$ cat src/rtl/filter_gpu_pkg.sv
// Shared types for the filterGPU 3-lane, 18-bit data memory and its arbiter.
package filter_gpu_pkg;

  localparam int LANES  = 3;
  localparam int ADDR_W = 10;
  localparam int DATA_W = 18;

  // Element [0] is lane0 (A1), [1] is lane1 (A2), [2] is lane2 (A3).
  typedef logic [LANES-1:0][ADDR_W-1:0] lane_addr_t;
  typedef logic [LANES-1:0][DATA_W-1:0] lane_data_t;

  // Memory owner. It is also used as the tag of an outstanding read.
  typedef enum logic {
    OWN_CORE = 1'b0,
    OWN_HOST = 1'b1
  } arb_state_t;

endpackage

$ cat src/rtl/mem_rsp_router.sv
// Routes registered memory read data to whichever requester issued the read.
// A one-bit tag records who issued the read. At most one rvalid is high in any cycle.
module mem_rsp_router
  import filter_gpu_pkg::*;
(
  input  logic       CLK,
  input  logic       RST,
  input  logic       rd_accept_i,
  input  arb_state_t rd_owner_i,
  input  lane_data_t mem_rdata_i,
  output lane_data_t core_rdata_o,
  output logic       core_rvalid_o,
  output lane_data_t host_rdata_o,
  output logic       host_rvalid_o
);

  logic       rd_pending_q;
  arb_state_t rd_owner_q;

  // Capture the owner of a read accepted this cycle; memory returns its data next cycle.
  always_ff @(posedge CLK or posedge RST) begin
    if (RST) begin
      // NOTE: sequential state uses <= so that every flop samples pre-edge values.
      rd_pending_q <= 1'b0;
      rd_owner_q   <= OWN_CORE;
    end else begin
      rd_pending_q <= rd_accept_i;
      rd_owner_q   <= rd_owner_i;
    end
  end

  // Steer the returning data. It reads as zero when no read is returning.
  always_comb begin
    core_rvalid_o = rd_pending_q && (rd_owner_q == OWN_CORE);
    host_rvalid_o = rd_pending_q && (rd_owner_q == OWN_HOST);
    core_rdata_o  = core_rvalid_o ? mem_rdata_i : '0;
    host_rdata_o  = host_rvalid_o ? mem_rdata_i : '0;
  end

endmodule

$ cat src/rtl/filter_mem_arbiter.sv
// Shares the filter data memory between the core MEM stage and the host loader.
// The core owns the memory by default and sees no added latency. The host gets bursts of
// up to BURST_MAX beats. A host request that waits MAX_WAIT cycles preempts the core.
module filter_mem_arbiter
  import filter_gpu_pkg::*;
#(
  parameter int BURST_MAX = 16,
  parameter int MAX_WAIT  = 8
) (
  input  logic       CLK,
  input  logic       RST,
  input  logic       core_req,
  input  logic       core_we,
  input  lane_addr_t core_addr,
  input  lane_data_t core_wdata,
  output logic       core_stall,
  output lane_data_t core_rdata,
  output logic       core_rvalid,
  input  logic       host_req,
  input  logic       host_we,
  input  lane_addr_t host_addr,
  input  lane_data_t host_wdata,
  input  logic       host_last,
  output logic       host_gnt,
  output lane_data_t host_rdata,
  output logic       host_rvalid,
  output lane_addr_t mem_addr,
  output logic       mem_we,
  output lane_data_t mem_wdata,
  input  lane_data_t mem_rdata
);

  localparam int WAIT_W = $clog2(MAX_WAIT + 1);
  localparam int BEAT_W = $clog2(BURST_MAX + 1);

  arb_state_t        state_q, state_d;
  logic [WAIT_W-1:0] wait_cnt_q, wait_cnt_d;
  logic [BEAT_W-1:0] beat_cnt_q, beat_cnt_d;
  logic              rd_accept;
  arb_state_t        rd_owner;

  // Ownership state and the starvation and burst counters.
  always_ff @(posedge CLK or posedge RST) begin
    if (RST) begin
      state_q    <= OWN_CORE;
      wait_cnt_q <= '0;
      beat_cnt_q <= '0;
    end else begin
      state_q    <= state_d;
      wait_cnt_q <= wait_cnt_d;
      beat_cnt_q <= beat_cnt_d;
    end
  end

  // Next-state logic, handshakes, and the combinational memory mux for the current owner.
  always_comb begin
    // NOTE: every output of this block is given a default first, so no path can infer a latch.
    state_d    = state_q;
    wait_cnt_d = wait_cnt_q;
    beat_cnt_d = beat_cnt_q;
    core_stall = 1'b0;
    host_gnt   = 1'b0;
    mem_addr   = '0;
    mem_we     = 1'b0;
    mem_wdata  = '0;
    rd_accept  = 1'b0;
    rd_owner   = OWN_CORE;

    unique case (state_q)
      OWN_CORE: begin
        beat_cnt_d = '0;
        if (core_req) begin
          mem_addr  = core_addr;
          mem_we    = core_we;
          mem_wdata = core_wdata;
          rd_accept = !core_we;
        end
        if (!host_req) begin
          wait_cnt_d = '0;
        end else if (!core_req) begin
          state_d    = OWN_HOST;
          wait_cnt_d = '0;
        end else if (wait_cnt_q == WAIT_W'(MAX_WAIT - 1)) begin
          // The host has waited behind the core long enough, so it takes the next cycle.
          state_d    = OWN_HOST;
          wait_cnt_d = '0;
        end else if (wait_cnt_q != WAIT_W'(MAX_WAIT)) begin
          wait_cnt_d = wait_cnt_q + 1'b1;
        end
      end

      OWN_HOST: begin
        core_stall = core_req;
        host_gnt   = host_req;
        wait_cnt_d = '0;
        if (host_req) begin
          mem_addr  = host_addr;
          mem_we    = host_we;
          mem_wdata = host_wdata;
          rd_accept = !host_we;
          rd_owner  = OWN_HOST;
          if (beat_cnt_q != BEAT_W'(BURST_MAX)) beat_cnt_d = beat_cnt_q + 1'b1;
          // The last beat and the burst limit both lead to the same single exit.
          if (host_last || beat_cnt_q == BEAT_W'(BURST_MAX - 1)) begin
            state_d    = OWN_CORE;
            beat_cnt_d = '0;
          end
        end else begin
          state_d    = OWN_CORE;
          beat_cnt_d = '0;
        end
      end

      default: begin
        state_d = OWN_CORE;
      end
    endcase
  end

  mem_rsp_router u_rsp_router (
    .CLK          (CLK),
    .RST          (RST),
    .rd_accept_i  (rd_accept),
    .rd_owner_i   (rd_owner),
    .mem_rdata_i  (mem_rdata),
    .core_rdata_o (core_rdata),
    .core_rvalid_o(core_rvalid),
    .host_rdata_o (host_rdata),
    .host_rvalid_o(host_rvalid)
  );

endmodule

$ cat config.mk
export PLATFORM = sky130hd
export DESIGN_NAME = filter_mem_arbiter
export DESIGN_NICKNAME = d
export VERILOG_FILES = /design/src/rtl/filter_gpu_pkg.sv /design/src/rtl/mem_rsp_router.sv /design/src/rtl/filter_mem_arbiter.sv
export SDC_FILE = /design/constraint.sdc
export NUM_CORES = 1
export LEC_CHECK = 0
export BUFFER_PORTS_ARGS = -buffer_cell sky130_fd_sc_hd__buf_2
export CORE_AREA = 4 4 166 168
export CTS_CLUSTER_SIZE = 14
export DETAILED_ROUTE_END_ITERATION = 7
export DIE_AREA = 0 0 170 172
export GPL_TIMING_DRIVEN = 0
export PLACE_DENSITY = 0.4
export SLEW_MARGIN = 20
export SYNTH_ARGS = -nofsm -noshare
export SYNTH_HDL_FRONTEND = slang
export SYNTH_SLANG_ARGS = --single-unit
$ cat constraint.sdc
create_clock -name CLK -period 1.68 [get_ports CLK]
set_clock_uncertainty 0.05 [all_clocks]
set_input_delay 0.42 -clock CLK [delete_from_list [all_inputs] [get_ports CLK]]
set_output_delay 0.42 -clock CLK [all_outputs]
set_load 0.005 [all_outputs]
**Yosys cells after proc, flatten, opt, wreduce, memory -nomap -nowiden**

Cells that the tools add are included.

- Add/sub/neg operators: 2
- Multiplexer cells: 33
- Equal/unequal tests: 6
- Bitwise logic cells: 2
- Reduce and logical (&&, ||, !) cells: 5

Operator list:

| cell | number |
|---|---|
| $mux W54 | 4 |
| $pmux W54 S2 | 1 |
| $mux W30 | 2 |
| $pmux W30 S2 | 1 |
| $mux W4 | 4 |
| $mux W5 | 3 |
| $mux W1 | 13 |
| $ne A5 B5 Y1 const B | 2 |
| $pmux W5 S2 | 1 |
| $pmux W4 S2 | 1 |
| $pmux W1 S2 | 3 |
| $add A5 B1 Y5 const B | 1 |
| $eq A5 B4 Y1 const B | 1 |
| $add A4 B1 Y4 const B | 1 |
| $eq A4 B3 Y1 const B | 1 |
| $ne A4 B2 Y1 const B | 1 |
| $ne A4 B4 Y1 const B | 1 |
| $logic_and A1 B1 Y1 | 2 |
| $logic_not A1 Y1 | 2 |
| $not A1 Y1 | 2 |
| $logic_or A1 B1 Y1 | 1 |

- Register bits: 12
- Input bits: 229

**Depth between registers and ports, before layout**

Gate-level depths: netlist (run 1).

- Depth after elaboration: 6
- Depth in mapped cells: 6
- Depth with buffers taken out: 6

**Cells and area by module**

A second synthesis (run 1) with hierarchy kept.

- Cells, all modules: 303
- Area, all modules: 2438.6 um^2

Modules (own cells, without submodules):

| module | instances | area an instance (um^2) | cells an instance | seq. area each (um^2) |
|---|---|---|---|---|
| filter_mem_arbiter | 1 | 1432.6 | 166 | 250.2 |
| mem_rsp_router | 1 | 1006.0 | 137 | 50.0 |

**Worst setup path before layout (run 1)**

No wires, ideal clock.

- Path type: input port to output port
- From: input core_req
- To: output mem_addr[10] in the netlist's numbering
- Path buffers: 3
- Slack: 0.112 ns
- Data arrival time: 1.098 ns
- Stages on the path: 5
- Cell sequence: nor2b_1 > buf_2 > buf_6 > buf_6 > a22o_1

RTL lines:

| what | RTL line | RTL |
|---|---|---|
| from (decl) | filter_mem_arbiter.sv:12 | `input logic core_req,` |
| to (decl) | filter_mem_arbiter.sv:27 | `output lane_addr_t mem_addr,` |

==> results of run 1 <==
[layout by cell type (no fill, tap or decap), drive strengths merged]
master	synthesis	final
and2	56	56
inv	7	7
buf	23	491
ha	5	5
clkbuf	14	16
nor4bb	1	1
nand2b	1	1
nor3	1	1
xnor2	2	2
nand3b	1	1
o21ai	3	3
and3	56	56
nand4bb	1	1
nand2	7	7
nor2	10	10
xor2	2	2
a21oi	2	2
diode	0	3
nor2b	2	2
a22o	85	85
nand3	3	3
dfrtp	12	12
mux2i	2	2
[routing by layer]
layer,routed length [um],up-vias
met5,13,-
met4,374,2
met3,1860,17
met2,11300,293
met1,7290,2025
li1,-,2044
[worst min-delay path by stage]
stage | endpoint | slack (ns)
6_report | beat_cnt_q[1]$_DFFE_PP0P_ | 0.18
5_1_grt | beat_cnt_q[1]$_DFFE_PP0P_ | 0.23
4_1_cts | beat_cnt_q[4]$_DFFE_PP0P_ | 0.20
3_5_place_dp | beat_cnt_q[2]$_DFFE_PP0P_ | 0.45
3_3_place_gp | beat_cnt_q[2]$_DFFE_PP0P_ | 0.45
2_1_floorplan | beat_cnt_q[0]$_DFFE_PP0P_ | 0.23
[registers in the layout (all words and copies together), names as in the netlist]
name	count
beat_cnt_q	5
wait_cnt_q	4
u_rsp_router.rd_pending_q	1
state_q	1
u_rsp_router.rd_owner_q	1
[power by group]
group / internal [mW] / switching, mW / total [mW]
Clock: 0.360 / 0.133 / 0.493
Sequential: 0.298 / 0.0122 / 0.310
Combinational: 1.03 / 0.678 / 1.71
Total: 1.69 / 0.823 / 2.51
[through the flow]
step | utilization, % | worst slack (ns) | TNS, ns | power [mW] | hold WS [ns]
2_1_floorplan | - | 0.112 | 0 | 0.736 | 0.235
3_3_place_gp | 18.5 | -0.378 | -23.98 | 1.43 | 0.453
3_5_place_dp | 18.5 | -0.361 | -24.45 | 1.43 | 0.455
4_1_cts | 24.9 | -0.333 | -45.81 | 2.37 | 0.198
5_1_grt | 27.0 | -0.362 | -49.98 | 2.65 | 0.234
6_report | 27.0 | -0.325 | -39.43 | 2.51 | 0.176
[timing repair]
item / in CTS / in global routing
resized for setup: 242 / 127
pin swaps: 98 / 43
hold buffers: 0 / 0
cloned: 18 / 2
buffers inserted: 20 / 8
setup endpoints to repair: 191 / 200
[area by class of cell]
| class | count | area [um^2] |
|---|---|---|
| Antenna cell | 3 | 7.51 |
| Buffer | 37 | 574 |
| Sequential cell | 12 | 302 |
| Timing Repair Buffer | 466 | 3410 |
| Inverter | 7 | 31.3 |
| Clock buffer | 4 | 88.8 |
| Tap cell | 335 | 419 |
| Multi-Input combinational cell | 240 | 2170 |
| Fill cell | 2802 | 18900 |
[logic make-up (layout without fill, tap and decap cells)]
| kind of cell | after synthesis | count (layout) | share of synthesized area, % |
|---|---|---|---|
| compound gates | 90 | 90 | 34.2 |
| xor+xnor | 4 | 4 | 1.56 |
| fa+ha+maj | 5 | 5 | 2.78 |
| buf+inv | 44 | 514 | 10.2 |
| flops | 12 | 12 | 13.4 |
| mux | 2 | 2 | 0.890 |
| other cells | 0 | 3 | 0 |
| simple gates | 139 | 139 | 37.0 |
[worst max-delay path, delay by kind of cell (launching register included)]
family,cells,cell delay (ns)
AO/OA/AOI/OAI,1,0.27
buffers and inverters,4,0.48
AND/OR/NAND/NOR,1,0.12
flip-flops,1,0.42
==> impl_metrics.py, run 1 <==
metrics = {
    "status": {
        "outcome": "finished, violations left",
        "failed_checks": "setup timing",
    },
    "cts": {
        "clock_latency_ns": 0.24,
        "clk_pin_slew_ns": 0.05,
        "clockRootBuffer": "clkbuf_16",
        "tritoncts": "yes",
        "cts-root-to-sink-buffers": 2,
        "tritoncts.num_buffers": 3,
        "cts-htree-levels": 1,
        "clock_sink_count": 12,
    },
    "drt": {
        "dr.first_iter.drc_count": 138,
        "detailedRoute.firstPassIterationCount": 4,
        "detail-route-antenna-nets": 0,
        "vias_per_cell": 3.97,
        "wl_per_cell_um": 18.9,
        "drc": 0,
        "route.final.wire_length_um": 20800,
        "dr_total_vias": 4381,
    },
    "setup_path": {
        "worstPathCellList": "nand2_2 > inv_6 > buf_12 > buf_12 > a22o_4 > buf_6",
        "worst-r2r-cell-count": 6,
        "startpoint_type": "flop",
        "reg2reg_from": "beat_cnt_q[0]$_DFFE_PP0P_",
        "worstSetupStartpoint": "state_q$_DFF_PP0_",
        "reg2reg_to": "beat_cnt_q[0]$_DFFE_PP0P_",
        "cp_slowest_stage_delay_ns": 0.42,
        "critPathRequiredTime_ns": 1.21,
        "regToRegSetupSlack_ns": 0.10,
        "worst_path_max_fanout": 10,
        "worst_ep_arrival_time_ns": 1.53,
        "cp_common_cell": "buf_12",
        "worst_setup_path_end_kind": "primary output",
        "critical_path.endpoint": "mem_addr[10]",
        "critical_path.slowest_cell": "dfrtp_1",
        "worstSetupPathType": "flop to primary output",
    },
    "global_routing": {
        "antenna_found_initial": 4,
        "via_count_of_the_first_global_routing_pass": 4444,
        "globalRouteTotalUtil_pct": 12.2,
        "overflow": 0,
        "met3_track_usage_gr_pct": 2.19,
        "gr-usage-met1_pct": 13.1,
        "grt_first_pass_wirelength_um": 27100,
        "grt_max_degree": 13,
        "grtUsageMet2_pct": 24.5,
        "global_route.peak_usage_layer": "met2",
    },
    "synth": {
        "area_contributors_post_synth": "a22o_1, and2_1, and3_1",
        "post_synthesis_net_count": 530,
        "yosysSeqAreaShare_pct": 13.4,
        "post_synth_inst_count": 296,
        "ys_warn_count": 0,
        "post_synth_instance_area_um2": 2250,
        "postSynth.asyncResetShare_pct": 100,
        "postSynthRegisterBits": 12,
        "postSynthAreaPerCell_um2": 7.60,
        "synth_top_cells_by_count": "a22o_1, and2_1, and3_1",
        "post_synth_num_cell_types": 26,
        "synth_edf_count": 0,
        "cell_taking_the_most_area_after_synthesis": "a22o_1",
        "dominantRegCellSynth": "dfrtp_1",
        "synth.top_cell.area_share_pct": 33.1,
        "synth.most_common_cell": "a22o_1",
    },
    "sta": {
        "timing_worst_slew_pin_value_ns": 0.542,
        "hold_violations": 0,
        "setup_viol_count_final": 195,
        "slew_violations": 0,
        "unrepaired_setup_endpoints_after_global_routing": "yes",
        "slew_headroom_pct": 63.8,
        "post-route-worst-setup-slack_ns": -0.325,
        "final.min_clock_period_ns": 2.00,
        "fmaxAchievable_mhz": 499,
        "fin_crit_share_pct": 119,
    },
    "placed_design": {
        "placement.cell_area_um2": 4790,
        "placement.io_buffers": 425,
        "placed_cells": 1056,
        "dp_hpwl_um": 17200,
        "gp_congestion": 0.779,
    },
    "final_layout": {
        "fraction_of_final_layout_cells_with_drive_strength_greater_than_1_pct": 81.3,
        "final_net_count": 1001,
        "layoutNonFillerInstCount": 1104,
        "p_r_area_growth_vs_syn_pct": 211,
        "finalInstanceArea_um2": 7000,
    },
    "power_and_ir_drop": {
        "power_leakage_nw": 3.74,
        "power_density_nw_per_um2": 359,
        "peakVddDrop_mv": 0.310,
    },
    "job": {
        "cap_viol_max_count": 0,
    },
    "floorplanning": {
        "floorplan.die_area_um2": 29200,
        "core-area_um2": 25900,
        "die_h_um": 172,
        "floorplan.initialDensity_pct": 8.68,
        "ios": 426,
        "die_w_um": 170,
        "fp-row-count": 59,
    },
    "worst_hold_path": {
        "holdCritPathClass": "input port to async pin",
    },
}
(Power assumes the default switching activity.)
==> run 2, diff against run 1 <==
--- a/config.mk
+++ b/config.mk
@@ -5,13 +5,14 @@
 export SDC_FILE = /design/constraint.sdc
 export NUM_CORES = 1
 export LEC_CHECK = 0
+export ABC_AREA = 1
 export BUFFER_PORTS_ARGS = -buffer_cell sky130_fd_sc_hd__buf_2
-export CORE_AREA = 4 4 166 168
+export CORE_AREA = 4 4 161 163
 export CTS_CLUSTER_SIZE = 14
 export DETAILED_ROUTE_END_ITERATION = 7
-export DIE_AREA = 0 0 170 172
+export DIE_AREA = 0 0 165 167
 export GPL_TIMING_DRIVEN = 0
-export PLACE_DENSITY = 0.4
+export PLACE_DENSITY = 0.43
 export SLEW_MARGIN = 20
 export SYNTH_ARGS = -nofsm -noshare
 export SYNTH_HDL_FRONTEND = slang
==> run 2 against run 1 <==
Net effect: the run still ends with setup timing left; highest routed layer unchanged; critical path depth up 1; die area down 5.8%; sequential power about the same; clock-buffer cell count unchanged; routed wire length up 13%; sequential share of layout area down 0.11 points; sequential cell count unchanged; largest cell class unchanged; largest power group unchanged.
==> impl_metrics.py, run 2 <==
metrics = {
    "status": {
        "outcome": "finished, violations left",
        "failed_checks": "setup timing",
    },
    "sta": {
        "unrepaired_setup_endpoints_after_global_routing": "yes",
        "final.min_clock_period_ns": 1.87,
        "timing_worst_slew_pin_value_ns": 0.460,
        "slew_violations": 0,
        "fin_crit_share_pct": 111,
        "fmaxAchievable_mhz": 535,
        "post-route-worst-setup-slack_ns": -0.191,
        "hold_violations": 0,
        "slew_headroom_pct": 69.3,
        "setup_viol_count_final": 190,
    },
    "cts": {
        "tritoncts.num_buffers": 3,
        "cts-htree-levels": 1,
        "clockRootBuffer": "clkbuf_16",
        "post_cts_hold_buffer_count": 0,
        "clock_sink_count": 12,
        "tritoncts": "yes",
        "clock_latency_ns": 0.23,
        "clk_pin_slew_ns": 0.04,
        "cts-root-to-sink-buffers": 2,
    },
    "global_routing": {
        "overflow": 0,
        "via_count_of_the_first_global_routing_pass": 5196,
        "grt_max_degree": 13,
        "antenna_found_initial": 1,
        "globalRouteTotalUtil_pct": 14.8,
        "grt_first_pass_wirelength_um": 31200,
    },
    "final_layout": {
        "fraction_of_final_layout_cells_with_drive_strength_greater_than_1_pct": 66.8,
        "top_regs": "beat_cnt_q x5, wait_cnt_q x4",
        "final_net_count": 1253,
        "final_cell_mix": "buf_2, nand2_1, inv_1, nor2_1, buf_6",
        "largest_register_ff_count": 5,
        "finalInstanceArea_um2": 7240,
        "antenna_cells_inserted": 0,
        "mostFrequentLayoutCell": "buf_2",
        "p_r_area_growth_vs_syn_pct": 181,
        "final_cell_utilization_of_the_core_pct": 29.8,
        "fillerInstances": 2735,
        "largest_register": "beat_cnt_q",
    },
    "setup_path": {
        "worst_path_max_fanout": 7,
        "critPathRequiredTime_ns": 1.21,
        "worst_setup_path_end_kind": "primary output",
        "worstSetupPathType": "flop to primary output",
        "critical_path.slowest_cell": "dfrtp_2",
        "worstPathCellList": "clkinv_4 > buf_12 > buf_8 > buf_8 > nand3_2 > nand2_2 > buf_6",
        "worst_ep_arrival_time_ns": 1.40,
        "startpoint_type": "flop",
        "cp_common_cell": "buf_8",
        "cp_slowest_stage_delay_ns": 0.42,
    },
    "drt": {
        "route.final.wire_length_um": 23600,
        "drc": 0,
        "dr.first_iter.drc_count": 186,
        "vias_per_cell": 3.97,
        "wl_per_cell_um": 17.6,
        "detailedRoute.firstPassIterationCount": 5,
        "detail-route-antenna-nets": 0,
        "dr_total_vias": 5329,
    },
    "synth": {
        "ys_warn_count": 0,
        "cell_taking_the_most_area_after_synthesis": "nand2_1",
        "muxShareOfSynthArea_pct": 0,
        "area_contributors_post_synth": "nand2_1, nand3_1, nor2_1",
        "yosysSeqAreaShare_pct": 11.7,
        "dominantRegCellSynth": "dfrtp_1",
        "postSynthAreaPerCell_um2": 4.70,
        "post_synth_instance_area_um2": 2570,
        "postSynthRegisterBits": 12,
        "post_synth_num_cell_types": 19,
        "synth_top_family_by_area": "simple AND/OR/NAND/NOR gates",
        "synth_top_cells_by_count": "nand2_1, nor2_1, nand3_1",
        "area_fraction_in_compound_gates_after_synthesis_pct": 0.438,
        "synthesized_area_fraction_occupied_by_adder_cells_pct": 2.43,
        "yosys.area_share.simple_pct": 65.3,
        "post_synthesis_net_count": 782,
        "postSynth.asyncResetShare_pct": 100,
        "post_synth_inst_count": 548,
        "synth.most_common_cell": "nand2_1",
        "synth_edf_count": 0,
        "synth_xor_area_share_pct": 0.681,
        "synth.top_cell.area_share_pct": 28.1,
    },
    "placed_design": {
        "placement.io_buffers": 424,
        "gp_congestion": 0.869,
        "dp_hpwl_um": 19300,
        "placement.cell_area_um2": 5100,
    },
    "floorplanning": {
        "ios": 426,
        "die_w_um": 165,
        "floorplan.die_area_um2": 27600,
        "fp-row-count": 57,
        "floorplan.initialDensity_pct": 10.6,
        "core-area_um2": 24300,
        "die_h_um": 167,
    },
    "worst_hold_path": {
        "holdCritPathClass": "input port to async pin",
    },
    "power_and_ir_drop": {
        "peakVddDrop_mv": 0.220,
        "power_density_nw_per_um2": 348,
        "power_leakage_nw": 4.39,
    },
    "job": {
        "cap_viol_max_count": 0,
    },
}
==> run 2: cell count changes after synthesis, moves of 3 or more <==
| cell | previous run | this run |
|---|---|---|
| nand2_1 | 7 | 193 |
| clkbuf_2 | 4 | 0 |
| inv_1 | 6 | 73 |
| nand3_1 | 3 | 96 |
| and2_1 | 56 | 0 |
| and3_1 | 56 | 0 |
| o21ai_0 | 3 | 0 |
| buf_2 | 17 | 22 |
| a22o_1 | 85 | 0 |
| nor2_1 | 10 | 119 |
==> run 2: layout make-up <==
class	count	area, um^2	share of cell area [%]
buffer	38	512	7.07
clock buffer	4	88.8	1.23
inverter	76	305	4.22
multi-input combinational	423	2650	36.6
sequential	12	304	4.20
tap	324	405	5.60
timing repair buffer	465	2970	41.1
==> run 2: final timing paths <==
path	startpoint	endpoint	slack (ns)	cells past startpoint
worst min register to register	beat_cnt_q[3]$_DFFE_PP0P_	beat_cnt_q[3]$_DFFE_PP0P_	0.56	3
worst max-delay path	state_q$_DFF_PP0_	mem_wdata[20]	-0.19	7
max in group asynchronous	RST	state_q$_DFF_PP0_	1.10	2
worst min-delay path	RST	beat_cnt_q[2]$_DFFE_PP0P_	0.14	2
min in group CLK	host_req	state_q$_DFF_PP0_	0.41	3
worst max register to register	beat_cnt_q[0]$_DFFE_PP0P_	beat_cnt_q[3]$_DFFE_PP0P_	0.15	9
==> run 2: what timing repair did <==
item                                    in CTS  in global routing
setup buffers                               13                 15
pin swaps                                   37                 37
resized for setup                          174                217
endpoints found under the setup margin     187                199
gates cloned                                 9                 10
==> run 2: kinds of logic after synthesis <==
| group | after synthesis |
|---|---|
| adder cells (fa/ha/maj) | 5 |
| XOR/XNOR | 2 |
| flip-flops | 12 |
| AO/OA/AOI/OAI | 2 |
| buffers and inverters | 114 |
| AND/OR/NAND/NOR | 413 |
==> run 2: power by group <==
part / switching (mW) / internal, mW / total [mW]
registers: 0.0139 / 0.299 / 0.313
clock network: 0.115 / 0.358 / 0.474
logic: 0.866 / 0.865 / 1.73
total: 0.996 / 1.52 / 2.52
==> run 2: worst max-delay path, delay by kind of cell, from the launching register on <==
| kind | cells | cell delay (ns) |
|---|---|---|
| flip-flops | 1 | 0.42 |
| AND/OR/NAND/NOR | 2 | 0.13 |
| buffers and inverters | 5 | 0.61 |
==> run 2: routing by layer <==
metal	up-vias	share of wire (%)	track usage, %
met5	-	0.055	0
met3	30	8.1	2.64
met4	2	2.0	2.78
li1	2592	-	-
met2	304	53	28.4
met1	2401	37	16.9
==> run 2: per-stage QoR <==
| stage | std cells | setup slack (ns) | TNS [ns] | power [mW] | hold WS (ns) |
|---|---|---|---|---|---|
| 2_1_floorplan | 548 | 0.177 | 0 | 0.752 | 0.235 |
| 3_3_place_gp | 1296 | -0.496 | -20.74 | 1.48 | 0.427 |
| 3_5_place_dp | 1296 | -0.536 | -22.83 | 1.48 | 0.406 |
| 4_1_cts | 1322 | -0.210 | -20.58 | 2.28 | 0.157 |
| 5_1_grt | 1342 | -0.253 | -31.45 | 2.70 | 0.194 |
| 6_report | 1342 | -0.191 | -20.06 | 2.52 | 0.138 |
==> run 3, diff against run 2 <==
--- a/config.mk
+++ b/config.mk
@@ -6,13 +6,13 @@
 export NUM_CORES = 1
 export LEC_CHECK = 0
 export ABC_AREA = 1
-export BUFFER_PORTS_ARGS = -buffer_cell sky130_fd_sc_hd__buf_2
-export CORE_AREA = 4 4 161 163
+export CORE_AREA = 4 4 164 166
 export CTS_CLUSTER_SIZE = 14
 export DETAILED_ROUTE_END_ITERATION = 7
-export DIE_AREA = 0 0 165 167
+export DIE_AREA = 0 0 168 170
+export DONT_BUFFER_PORTS = 1
 export GPL_TIMING_DRIVEN = 0
-export PLACE_DENSITY = 0.43
+export PLACE_DENSITY = 0.3
 export SLEW_MARGIN = 20
 export SYNTH_ARGS = -nofsm -noshare
 export SYNTH_HDL_FRONTEND = slang
==> run 3 against run 2 <==
Net effect: clock power grew 3%; first-iteration DRC count fell by 8.1%; sequential cell count unchanged; the flow still finishes with violations (setup timing); non-clock buffer count fell by 441; largest power group unchanged; highest routed layer unchanged; critical endpoint is now mem_addr[14]; cell area down 35%.
==> impl_metrics.py, run 3 (synthesis gave the netlist of run 2 again) <==
metrics = {
    "final_layout": {
        "largest_register": "beat_cnt_q",
        "p_r_area_growth_vs_syn_pct": 82.0,
        "top_regs": "beat_cnt_q x5, wait_cnt_q x4",
        "fillerInstances": 2891,
        "fraction_of_final_layout_cells_with_drive_strength_greater_than_1_pct": 46.4,
        "finalInstanceArea_um2": 4680,
        "largest_register_ff_count": 5,
        "antenna_cells_inserted": 0,
        "final_cell_mix": "nand2_1, inv_1, nand3_1, nand2_2, nor2_2",
        "mostFrequentLayoutCell": "nand2_1",
        "final_net_count": 812,
        "final_cell_utilization_of_the_core_pct": 18.3,
    },
    "setup_path": {
        "worst-r2r-cell-count": 9,
        "worst_setup_path_end_kind": "primary output",
        "worstSetupPathType": "flop to primary output",
        "cp_slowest_stage_delay_ns": 0.46,
        "reg2reg_to": "beat_cnt_q[3]$_DFFE_PP0P_",
        "critPathRequiredTime_ns": 1.21,
        "worst_ep_arrival_time_ns": 1.32,
        "startpoint_type": "flop",
        "reg2reg_from": "beat_cnt_q[1]$_DFFE_PP0P_",
        "worst_path_max_fanout": 10,
        "regToRegSetupSlack_ns": 0.16,
        "critical_path.slowest_cell": "dfrtp_2",
        "worstPathCellList": "clkinv_4 > buf_12 > buf_8 > nand3_1 > nand2_1",
    },
    "drt": {
        "route.final.wire_length_um": 19900,
        "vias_per_cell": 4.19,
        "detailedRoute.firstPassIterationCount": 4,
        "detail-route-antenna-nets": 0,
        "wl_per_cell_um": 21.8,
        "drc": 0,
        "dr_total_vias": 3825,
        "dr.first_iter.drc_count": 171,
    },
    "global_routing": {
        "grt_max_degree": 13,
        "grt_first_pass_wirelength_um": 24400,
        "globalRouteTotalUtil_pct": 11.6,
        "overflow": 0,
        "via_count_of_the_first_global_routing_pass": 3571,
        "antenna_found_initial": 2,
    },
    "sta": {
        "post-route-worst-setup-slack_ns": -0.114,
        "unrepaired_setup_endpoints_after_global_routing": "yes",
        "final.min_clock_period_ns": 1.79,
        "fmaxAchievable_mhz": 557,
        "timing_worst_slew_pin_value_ns": 0.520,
        "total_negative_slack_for_setup_checks_ns": -6.03,
        "slew_headroom_pct": 65.3,
        "slew_violations": 0,
        "fin_crit_share_pct": 107,
        "setup_viol_count_final": 126,
        "hold_violations": 0,
    },
    "floorplanning": {
        "core-area_um2": 25600,
        "ios": 426,
        "floorplan.initialDensity_pct": 10.0,
        "die_w_um": 168,
        "fp-row-count": 59,
        "die_h_um": 170,
        "floorplan.die_area_um2": 28600,
    },
    "cts": {
        "tritoncts": "yes",
        "tritoncts.num_buffers": 3,
        "clock_sink_count": 12,
        "clk_pin_slew_ns": 0.05,
        "cts-root-to-sink-buffers": 2,
        "cts-htree-levels": 1,
        "clock_latency_ns": 0.24,
        "clockRootBuffer": "clkbuf_16",
    },
    "power_and_ir_drop": {
        "power_density_nw_per_um2": 407,
        "power_leakage_nw": 2.29,
        "peakVddDrop_mv": 0.349,
        "design_power_total_mw": 1.91,
    },
    "placed_design": {
        "placement.io_buffers": 0,
        "gp_congestion": 0.811,
        "placement.cell_area_um2": 2990,
        "dp_hpwl_um": 16400,
        "dp_worst_setup_slack_ns": -0.309,
    },
    "status": {
        "failed_checks": "setup timing",
        "outcome": "finished, violations left",
    },
    "job": {
        "cap_viol_max_count": 0,
    },
    "worst_hold_path": {
        "holdCritPathClass": "input port to async pin",
    },
}
[run 3: cell count changes in the layout (fill, tap and decap cells not counted), moves of 6 or more]
| cell | previous run | this run |
|---|---|---|
| buf_6 | 51 | 10 |
| nor2_4 | 32 | 26 |
| nand3_1 | 50 | 69 |
| nand2_1 | 127 | 106 |
| nand2_2 | 47 | 65 |
| buf_4 | 19 | 6 |
| nor2_1 | 69 | 40 |
| buf_2 | 388 | 1 |
| nand3_2 | 37 | 20 |
| nor2_2 | 19 | 54 |
[run 3: how the worst max path moves through the flow]
| stage | from | slack (ns) | to |
|---|---|---|---|
| 2_1_floorplan | core_req | 0.18 | mem_addr[0] |
| 3_3_place_gp | core_req | -0.32 | mem_wdata[5] |
| 3_5_place_dp | core_req | -0.31 | mem_wdata[5] |
| 4_1_cts | state_q$_DFF_PP0_ | -0.12 | mem_addr[14] |
| 5_1_grt | state_q$_DFF_PP0_ | -0.18 | mem_wdata[50] |
| 6_report | state_q$_DFF_PP0_ | -0.11 | mem_addr[14] |
[run 3: layout make-up]
type / instances / area [um^2] / area share (%)
Multi-Input combinational cell: 423 / 2640 / 56.4
Buffer: 38 / 522 / 11.1
Tap cell: 335 / 419 / 8.95
Timing Repair Buffer: 24 / 407 / 8.68
Sequential cell: 12 / 304 / 6.49
Inverter: 76 / 303 / 6.46
Clock buffer: 4 / 88.8 / 1.90
[run 3: power breakdown]
group          total, mW  switching [mW]  leakage [nW]  internal (mW)
registers          0.312          0.0136         0.160          0.299
logic               1.11           0.672          2.09          0.433
clock network      0.490           0.130        0.0442          0.360
[run 3: what timing repair did]
action | 4_1_cts | 5_1_grt
buffers inserted | 9 | 4
setup endpoints to repair | 192 | 194
resized for setup | 221 | 151
pin swaps | 43 | 38
gates cloned | 4 | 8
hold buffers | 0 | 0
[run 3: per-stage QoR]
step | hold WS (ns) | cells
floorplan | 0.235 | 548
global placement | 0.331 | 883
detailed placement | 0.340 | 883
CTS | 0.0818 | 900
global route | 0.117 | 912
finish | 0.0533 | 912
[run 3: worst max-delay path, delay by kind of cell, from the launching register on]
| kind | cells | cell delay (ns) |
|---|---|---|
| DFF | 1 | 0.46 |
| buffers and inverters | 3 | 0.40 |
| and+or+nand+nor | 2 | 0.21 |
[run 3: metal layers]
layer,vias up,GRT usage [%],wire length (um)
met2,308,21.6,10200
met5,-,0,34
met1,1763,12.4,6890
met4,4,4.66,870
met3,41,3.34,1900
li1,1709,-,-
